[src/rtl/instr_fetch.sv]
// Fetch stage: issues in-order word requests at the PC, queues returned words
// with their PC for decode, and steers the PC block (advance, hold or redirect).
module instr_fetch #(
   parameter int XLEN  = 32,
   parameter int DEPTH = 2
) (
   input  logic            clk,
   input  logic            rst,
   input  logic [XLEN-1:0] pc_in,
   output logic            pc_en,
   output logic [XLEN-1:0] pc_next,
   output logic            imem_req_valid,
   input  logic            imem_req_ready,
   output logic [XLEN-1:0] imem_req_addr,
   input  logic            imem_rsp_valid,
   input  logic [XLEN-1:0] imem_rsp_data,
   output logic            if_valid,
   input  logic            if_ready,
   output logic [XLEN-1:0] if_instr,
   output logic [XLEN-1:0] if_pc,
   input  logic            redirect_valid,
   input  logic [XLEN-1:0] redirect_pc
);

   localparam int PW = (DEPTH > 1) ? $clog2(DEPTH) : 1;
   localparam int CW = PW + 1;
   localparam logic [CW:0] DEPTH_C = (CW+1)'(DEPTH);

   logic [XLEN-1:0] iq_pc    [DEPTH];
   logic [XLEN-1:0] iq_instr [DEPTH];
   logic [XLEN-1:0] pq       [DEPTH];
   logic [PW-1:0]   iq_rd, iq_wr, pq_rd, pq_wr;
   logic [CW-1:0]   qcnt, inflight, drop_cnt;
   logic [CW:0]     occupancy;
   logic            fire, rsp_take, rsp_keep, pop;

   // Handshakes: a transfer happens on a cycle where valid and ready are both 1;
   // valid never depends on ready. Memory responses have no ready and are
   // consumed the cycle they are presented.
   assign occupancy      = {1'b0, inflight} + {1'b0, qcnt};
   assign imem_req_valid = !rst && !redirect_valid && (occupancy < DEPTH_C);
   assign imem_req_addr  = pc_in;
   assign fire           = imem_req_valid && imem_req_ready;

   // A response with nothing outstanding is stale (pre-reset) and is ignored.
   assign rsp_take = imem_rsp_valid && (inflight != '0);
   assign rsp_keep = rsp_take && (drop_cnt == '0);

   assign if_valid = !rst && (qcnt != '0) && !redirect_valid;
   assign pop      = if_valid && if_ready;
   assign if_instr = (qcnt != '0) ? iq_instr[iq_rd] : '0;
   assign if_pc    = (qcnt != '0) ? iq_pc[iq_rd]    : '0;

   always_comb begin
      pc_en   = 1'b1;
      pc_next = pc_in;
      if (rst) begin
         pc_en   = 1'b0;
         pc_next = '0;
      end else if (redirect_valid) begin
         pc_next = redirect_pc;
      end else if (fire) begin
         pc_en = 1'b0;
      end
   end

   always_ff @(posedge clk) begin
      if (rst) begin
         iq_rd    <= '0;
         iq_wr    <= '0;
         pq_rd    <= '0;
         pq_wr    <= '0;
         qcnt     <= '0;
         inflight <= '0;
         drop_cnt <= '0;
      end else begin
         inflight <= inflight + CW'(fire) - CW'(rsp_take);
         if (redirect_valid) begin
            // Everything still outstanding after this cycle belongs to the old path.
            iq_rd    <= '0;
            iq_wr    <= '0;
            pq_rd    <= '0;
            pq_wr    <= '0;
            qcnt     <= '0;
            drop_cnt <= inflight - CW'(rsp_take);
         end else begin
            if (fire) begin
               pq[pq_wr] <= pc_in;
               pq_wr     <= pq_wr + 1'b1;
            end
            if (rsp_take && (drop_cnt != '0)) begin
               drop_cnt <= drop_cnt - 1'b1;
            end
            if (rsp_keep) begin
               iq_pc[iq_wr]    <= pq[pq_rd];
               iq_instr[iq_wr] <= imem_rsp_data;
               iq_wr           <= iq_wr + 1'b1;
               pq_rd           <= pq_rd + 1'b1;
            end
            if (pop) begin
               iq_rd <= iq_rd + 1'b1;
            end
            qcnt <= qcnt + CW'(rsp_keep) - CW'(pop);
         end
      end
   end

endmodule

[config.mk]
export PLATFORM = sky130hd
export DESIGN_NAME = instr_fetch
export DESIGN_NICKNAME = d
export VERILOG_FILES = /design/src/rtl/instr_fetch.sv
export SDC_FILE = /design/constraint.sdc
export NUM_CORES = 1
export LEC_CHECK = 0
export ABC_AREA = 1
export BUFFER_PORTS_ARGS = -buffer_cell sky130_fd_sc_hd__buf_2
export CAP_MARGIN = 20
export CORE_MARGIN = 8
export CORE_UTILIZATION = 41
export CTS_CLUSTER_DIAMETER = 50
export DETAILED_ROUTE_END_ITERATION = 8
export GPL_ROUTABILITY_DRIVEN = 0
export MAX_ROUTING_LAYER = met4
export PLACE_DENSITY = 0.67
export SYNTH_ARGS = -nofsm -noshare
export SYNTH_HDL_FRONTEND = slang
export SYNTH_SLANG_ARGS = --single-unit
[constraint.sdc]
create_clock -name clk -period 5.8 [get_ports clk]
set_input_delay 0.29 -clock clk [delete_from_list [all_inputs] [get_ports clk]]
set_output_delay 0.29 -clock clk [all_outputs]
set_load 0.02 [all_outputs]
==> reports/summary.txt, run 1 <==
Yosys reg bits - 204
Synth Area per Inst - 12.6 um2
chip height - 160 um
Post-Syn Instances - 675
Post-CTS Hold Buffers - 42
Data required, critical path - 5.95 ns
Initial Utilization - 0.419
post-synthesis xor/xnor area fraction - 0.00308
sequential cell area - 0.00601 mm2
Rel. slew slack - 0.316
drc violations - 0
mux share of post-synthesis cell area - 0.0431
Die Wd - 160 um
fmax - 387 MHz
Tot Pwr - 3.56 mW
CP max FO - 33
CTS tree - done
Final Util - 0.531
CP arrival - 2.73 ns
I/O pin total - 233
clock edge transition at the registers on the reported setup and hold paths - 0.06 ns
global route overflow - 0
Root Driver - clkbuf_16
largest net degree at the start of global routing - 65
DRT antenna net count - 0
initial antenna violation count - 0
Power Density - 329 mW/mm2
CP Buf/Inv Count - 3
Mapped Area - 0.00854 mm2
syn nets - 784
CP most frequent cell - inv_1
Final min period - 2.58 ns
Syn. warnings - 0
Gates resized, CTS repair - 0
WHS - 0.0196 ns
initial DRC count - 272
HPWL after DPL - 12.2 mm
post-synthesis sequential area ratio - 0.703
drt total wl - 19.3 mm
core area - 0.0204 mm2
Die ar. - 0.0257 mm2
PortBufs - 232
Cell Chain, Critical Path - inv_1 -> ha_1 -> inv_1 -> nor2_1 -> nand2_1 -> nor2_4 -> buf_4
total vias in the final route - 5,626
status - finished, final reports clean
peak supply drop - 253 uV
Setup CP Type - flip-flop to flip-flop
setup TNS - 0 ns
GRT Total Usage - 0.152
Synth Area in Compound Gates - 0.0662
Top delay family on crit path - simple AND/OR/NAND/NOR gates
max-slew violation count - 0
Synth Area in Adders - 0.0111
crit start category - flip-flop
type of destination of the critical path - flip-flop
Setup Skew - 0.0194 ns
filler cell count - 1,717
Final Cell Area - 0.0108 mm2
Clk Latency, worst-skew pair - 0.50 ns
worst slew pin tran - 1.02 ns
Hold Vio Cnt, Final - 0
multi-input logic area - 0.00198 mm2
WL/cell - 16.1 um
n_diodes - 0
CTS Buf Count - 22
RSZ-0062 raised after global routing - false
final setup margin - 3.22 ns
# rows - 52
post-CTS setup buffer count - 0
synth-to-layout area growth - 26.6%
Clock Tree Buf Depth - 3
share of the synthesized area in the top cell type - 0.675
Lkg Pwr - 4.36 nW
fin cells - 1,197
Max-cap violations - 0
share of cells above drive strength 1 - 0.351
clk sinks - 204
Synth area leader - edfxtp_1
Via density - 4.70
CP max stage cell - nor2_4
ranking of synthesized cells by area - edfxtp_1 (68%), nand2_1 (6.5%), mux2_2 (4.0%)
fin nets - 1,022
Synth Area in Simple Gates - 0.105
slowest stage delay, CP - 0.79 ns
H-tree depth - 1
first-pass GRT wire length - 30.7 mm
Area after DPL - 0.00962 mm2
dpl ws - 2.89 ns
largest family of logic cells by synthesized area - simple AND/OR/NAND/NOR gates
final count of negative-setup-slack endpoints - 0
dpl cells - 1,116
number of global-route vias before repair - 5,900
count of cell types in the netlist - 28
final period utilization - 0.445
DR pass1 iterations - 4
worst min path class - input port to flip-flop
[kinds of logic after synthesis]
group                    Yosys count
AND/OR/NAND/NOR                  231
flip-flops                       204
XOR/XNOR                           3
multiplexers                      32
AO/OA/AOI/OAI                    107
buffers and inverters             91
adder cells (fa/ha/maj)            7
[power by group]
part,total (mW),leakage [nW],switching (mW),internal [mW]
Combinational,0.424,2.16,0.266,0.157
Sequential,1.70,1.83,0.0241,1.67
Clock,1.43,0.367,0.532,0.902
[placed cells by master, fill, tap and decap left out, types with 2 or more instances in the layout]
cell	instances
clkinv_1	2
o21ai_0	34
mux2_4	2
dfxtp_1	10
buf_2	232
mux2_2	30
dfxtp_2	2
nand2_1	148
nand3_1	5
a21oi_2	8
inv_2	4
clkinv_2	2
buf_4	6
nor2_1	69
edfxtp_1	192
a21oi_1	65
inv_1	20
bufinv_16	4
nor2_4	4
nor3_2	2
clkbuf_16	23
clkinv_4	2
ha_1	6
clkbuf_1	3
xnor2_1	2
dlygate4sd3_1	43
[registers in the layout, indices dropped and copies added (netlist names), named ones only]
name      flops
drop_cnt      2
inflight      2
iq_instr     64
iq_pc        64
iq_rd         1
iq_wr         1
pq           64
pq_rd         1
pq_wr         1
qcnt          2
[routing by layer]
layer / up-vias / GRT usage / part of all wire
li1: 2783 / - / -
met1: 2618 / 0.173 / 0.42
met2: 195 / 0.262 / 0.50
met3: 30 / 0.0386 / 0.068
met4: 0 / 0.0399 / 0.017
met5: - / - / 0
[synth_stat cells (all sizes together)]
library cell / instances
nor2: 73
or2: 2
edfxtp: 192
clkbuf: 6
dfxtp: 12
a21oi: 73
nor3: 2
o21ai: 34
inv: 24
xor2: 1
nand3: 6
mux2: 32
ha: 6
buf: 61
fa: 1
nand2: 148
xnor2: 2
[final timing paths]
kind / endpoint / depth (start not counted) / from / slack (ns)
setup / recovery: iq_pc[0][3] / 7 / drop_cnt[0] / 3.22
hold / removal: pq[0][17] / 1 / pc_in[17] / 0.02
setup reg to reg: iq_pc[0][3] / 7 / drop_cnt[0] / 3.22
hold reg to reg: iq_wr / 2 / iq_wr / 0.47
[cell type report]
| class | instances | area share |
|---|---|---|
| clock buffers | 26 | 0.0543 |
| clock inverters | 12 | 0.0159 |
| inverters | 24 | 0.00833 |
| multi-input cells | 380 | 0.183 |
| flip-flops and latches | 204 | 0.556 |
| well taps | 270 | 0.0312 |
| repair buffers | 281 | 0.151 |
[worst register-to-register path: cells and delay by family, from the launching register on]
kind	cells	cell delay, ns
fa+ha+maj	1	0.17
simple gates	3	1.08
flops	1	0.31
buf+inv	3	0.69
(Power assumes the default switching activity.)
==> run 2: changes to the inputs <==
Clock period 5.8 ns to 2.1 ns, I/O delays scaled along.
==> reports/summary.txt, run 2 (same netlist as run 1, synthesis figures left out) <==
status - complete, but fails checks
failing checks - negative setup slack
clock edge transition at the registers on the reported setup and hold paths - 0.06 ns
WL/cell - 17.5 um
grt met3 use - 0.0314
Die Wd - 160 um
busiest layer in global routing - met2
CP max FO - 7
type of destination of the critical path - flip-flop
final setup margin - -0.0304 ns
Reg2Reg Depth - 10
crit start category - flip-flop
first-pass GRT wire length - 33.6 mm
Levels on crit path - 10
core area - 0.0204 mm2
final count of negative-setup-slack endpoints - 24
Lkg Pwr - 4.67 nW
total vias in the final route - 5,991
DR pass1 iterations - 5
Max-cap violations - 0
global route overflow - 0
Final min period - 2.13 ns
most frequent cells in the layout - buf_2 (229), edfxtp_1 (192), nand2_1 (144), nor2_1 (69)
peak supply drop - 588 uV
drt total wl - 21.8 mm
Setup CP Type - flip-flop to flip-flop
slowest stage delay, CP - 0.45 ns
fin nets - 1,069
max-slew violation count - 0
CP arrival - 2.35 ns
Rel. slew slack - 0.556
Largest regs - iq_instr (64), iq_pc (64), pq (64)
H-tree depth - 1
Power Density - 893 mW/mm2
Setup Skew - 0.0106 ns
Clock Tree Buf Depth - 3
setup TNS - -0.383 ns
Clk Latency, worst-skew pair - 0.50 ns
largest net degree at the start of global routing - 65
initial DRC count - 325
synth-to-layout area growth - 35.1%
chip height - 160 um
worst slew pin tran - 0.665 ns
M2 GR Usage - 0.278
Data required, critical path - 2.32 ns
worst min path class - input port to flip-flop
share of cells above drive strength 1 - 0.377
final period utilization - 1.01
fmax - 469 MHz
initial antenna violation count - 1
CP max stage cell - fa_1
Comb power frac - 0.143
WHS - 0.0258 ns
CP Buf/Inv Count - 5
Via density - 4.80
clock network power share - 0.404
met1 usage - 0.209
Top delay family on crit path - buffers and inverters
Switching Power - 2.48 mW
drc violations - 0
PortBufs - 232
Reg power frac - 0.453
GRT Total Usage - 0.167
clk sinks - 204
commonest non-fill, non-tap cell in the layout - buf_2
CP most frequent cell - buf_6
CTS Buf Count - 24
switching share of total power - 0.240
# rows - 52
CTS tree - done
Int Pwr - 7.82 mW
number of global-route vias before repair - 6,172
DRT antenna net count - 0
Cell Chain, Critical Path - nand2_1 -> inv_1 -> fa_1 -> nor2_1 -> nand3_2 -> buf_6 -> buf_6 -> nor2_4 -> buf_12 -> clkbuf_16
worst hold stages - 4
RSZ-0062 raised after global routing - true
Hold Vio Cnt, Final - 0
Die ar. - 0.0257 mm2
I/O pin total - 233
Initial Utilization - 0.419
HPWL after DPL - 13.9 mm
Root Driver - clkbuf_16
## run 2: cell count changes in the layout (fill, tap and decap cells not counted), sizes merged
cell / delta
clkinv: +1
bufinv: -1
buf: +20
diode: +1
clkinvlp: -1
clkbuf: +7
dlygate4sd3: +22
inv: +2
## run 2: worst reg2reg max path: cells and delay by family, from the launching register on
kind	cells	cell delay [ns]
simple gates	4	0.46
buf+inv	5	0.62
flops	1	0.32
fa+ha+maj	1	0.45
## run 2: final timing paths
kind                to  startpoint  slack [ns]
min reg2reg  flip-flop       pq_rd        0.50
max          pq[0][26]     qcnt[0]       -0.03
max reg2reg  pq[0][26]     qcnt[0]       -0.03
min              iq_rd    if_ready        0.03
## run 2: final cells by class
class	instances	area, um2
multi-input cells	380	2050
repair buffers	326	2230
fillers	1574	8830
clock inverters	13	159
diodes	1	2.50
clock buffers	30	654
flip-flops and latches	204	6010
inverters	24	90.1
well taps	270	338
## run 2: power groups by stage
stage / logic, mW / registers [mW] / clock network [mW]
after floorplan: 0.838 / 4.75 / 0
after global placement: 1.24 / 4.75 / 0
after detailed placement: 1.26 / 4.76 / 0
after CTS: 1.39 / 4.67 / 4.25
after global routing: 1.61 / 4.68 / 4.39
final: 1.47 / 4.67 / 4.16
## run 2: per-layer routing
metal | vias up | share of wire
li1 | 2886 | -
met1 | 2864 | 0.43
met2 | 219 | 0.50
met3 | 22 | 0.056
met4 | 0 | 0.015
met5 | - | 0
## run 2: metrics by stage
step | instance area (um2) | instances | setup slack [ns] | util | total power, mW
final | 11500 | 1248 | -0.0304 | 0.567 | 10.3
after global routing | 11500 | 1248 | -0.121 | 0.567 | 10.7
after CTS | 11400 | 1242 | 0.0162 | 0.559 | 10.3
after detailed placement | 9880 | 1130 | 0.00860 | 0.485 | 6.02
after global placement | 9880 | 1130 | 0.0380 | 0.485 | 5.99
after floorplan | 8600 | 675 | -0.532 | - | 5.59
## run 2: repair_timing
action	CTS	global route
pin swaps	3	8
setup buffers	4	1
setup endpoints to repair	2	63
resized for setup	5	11
hold buffers	65	0
endpoints found under the hold margin	132	0
gates cloned	0	4
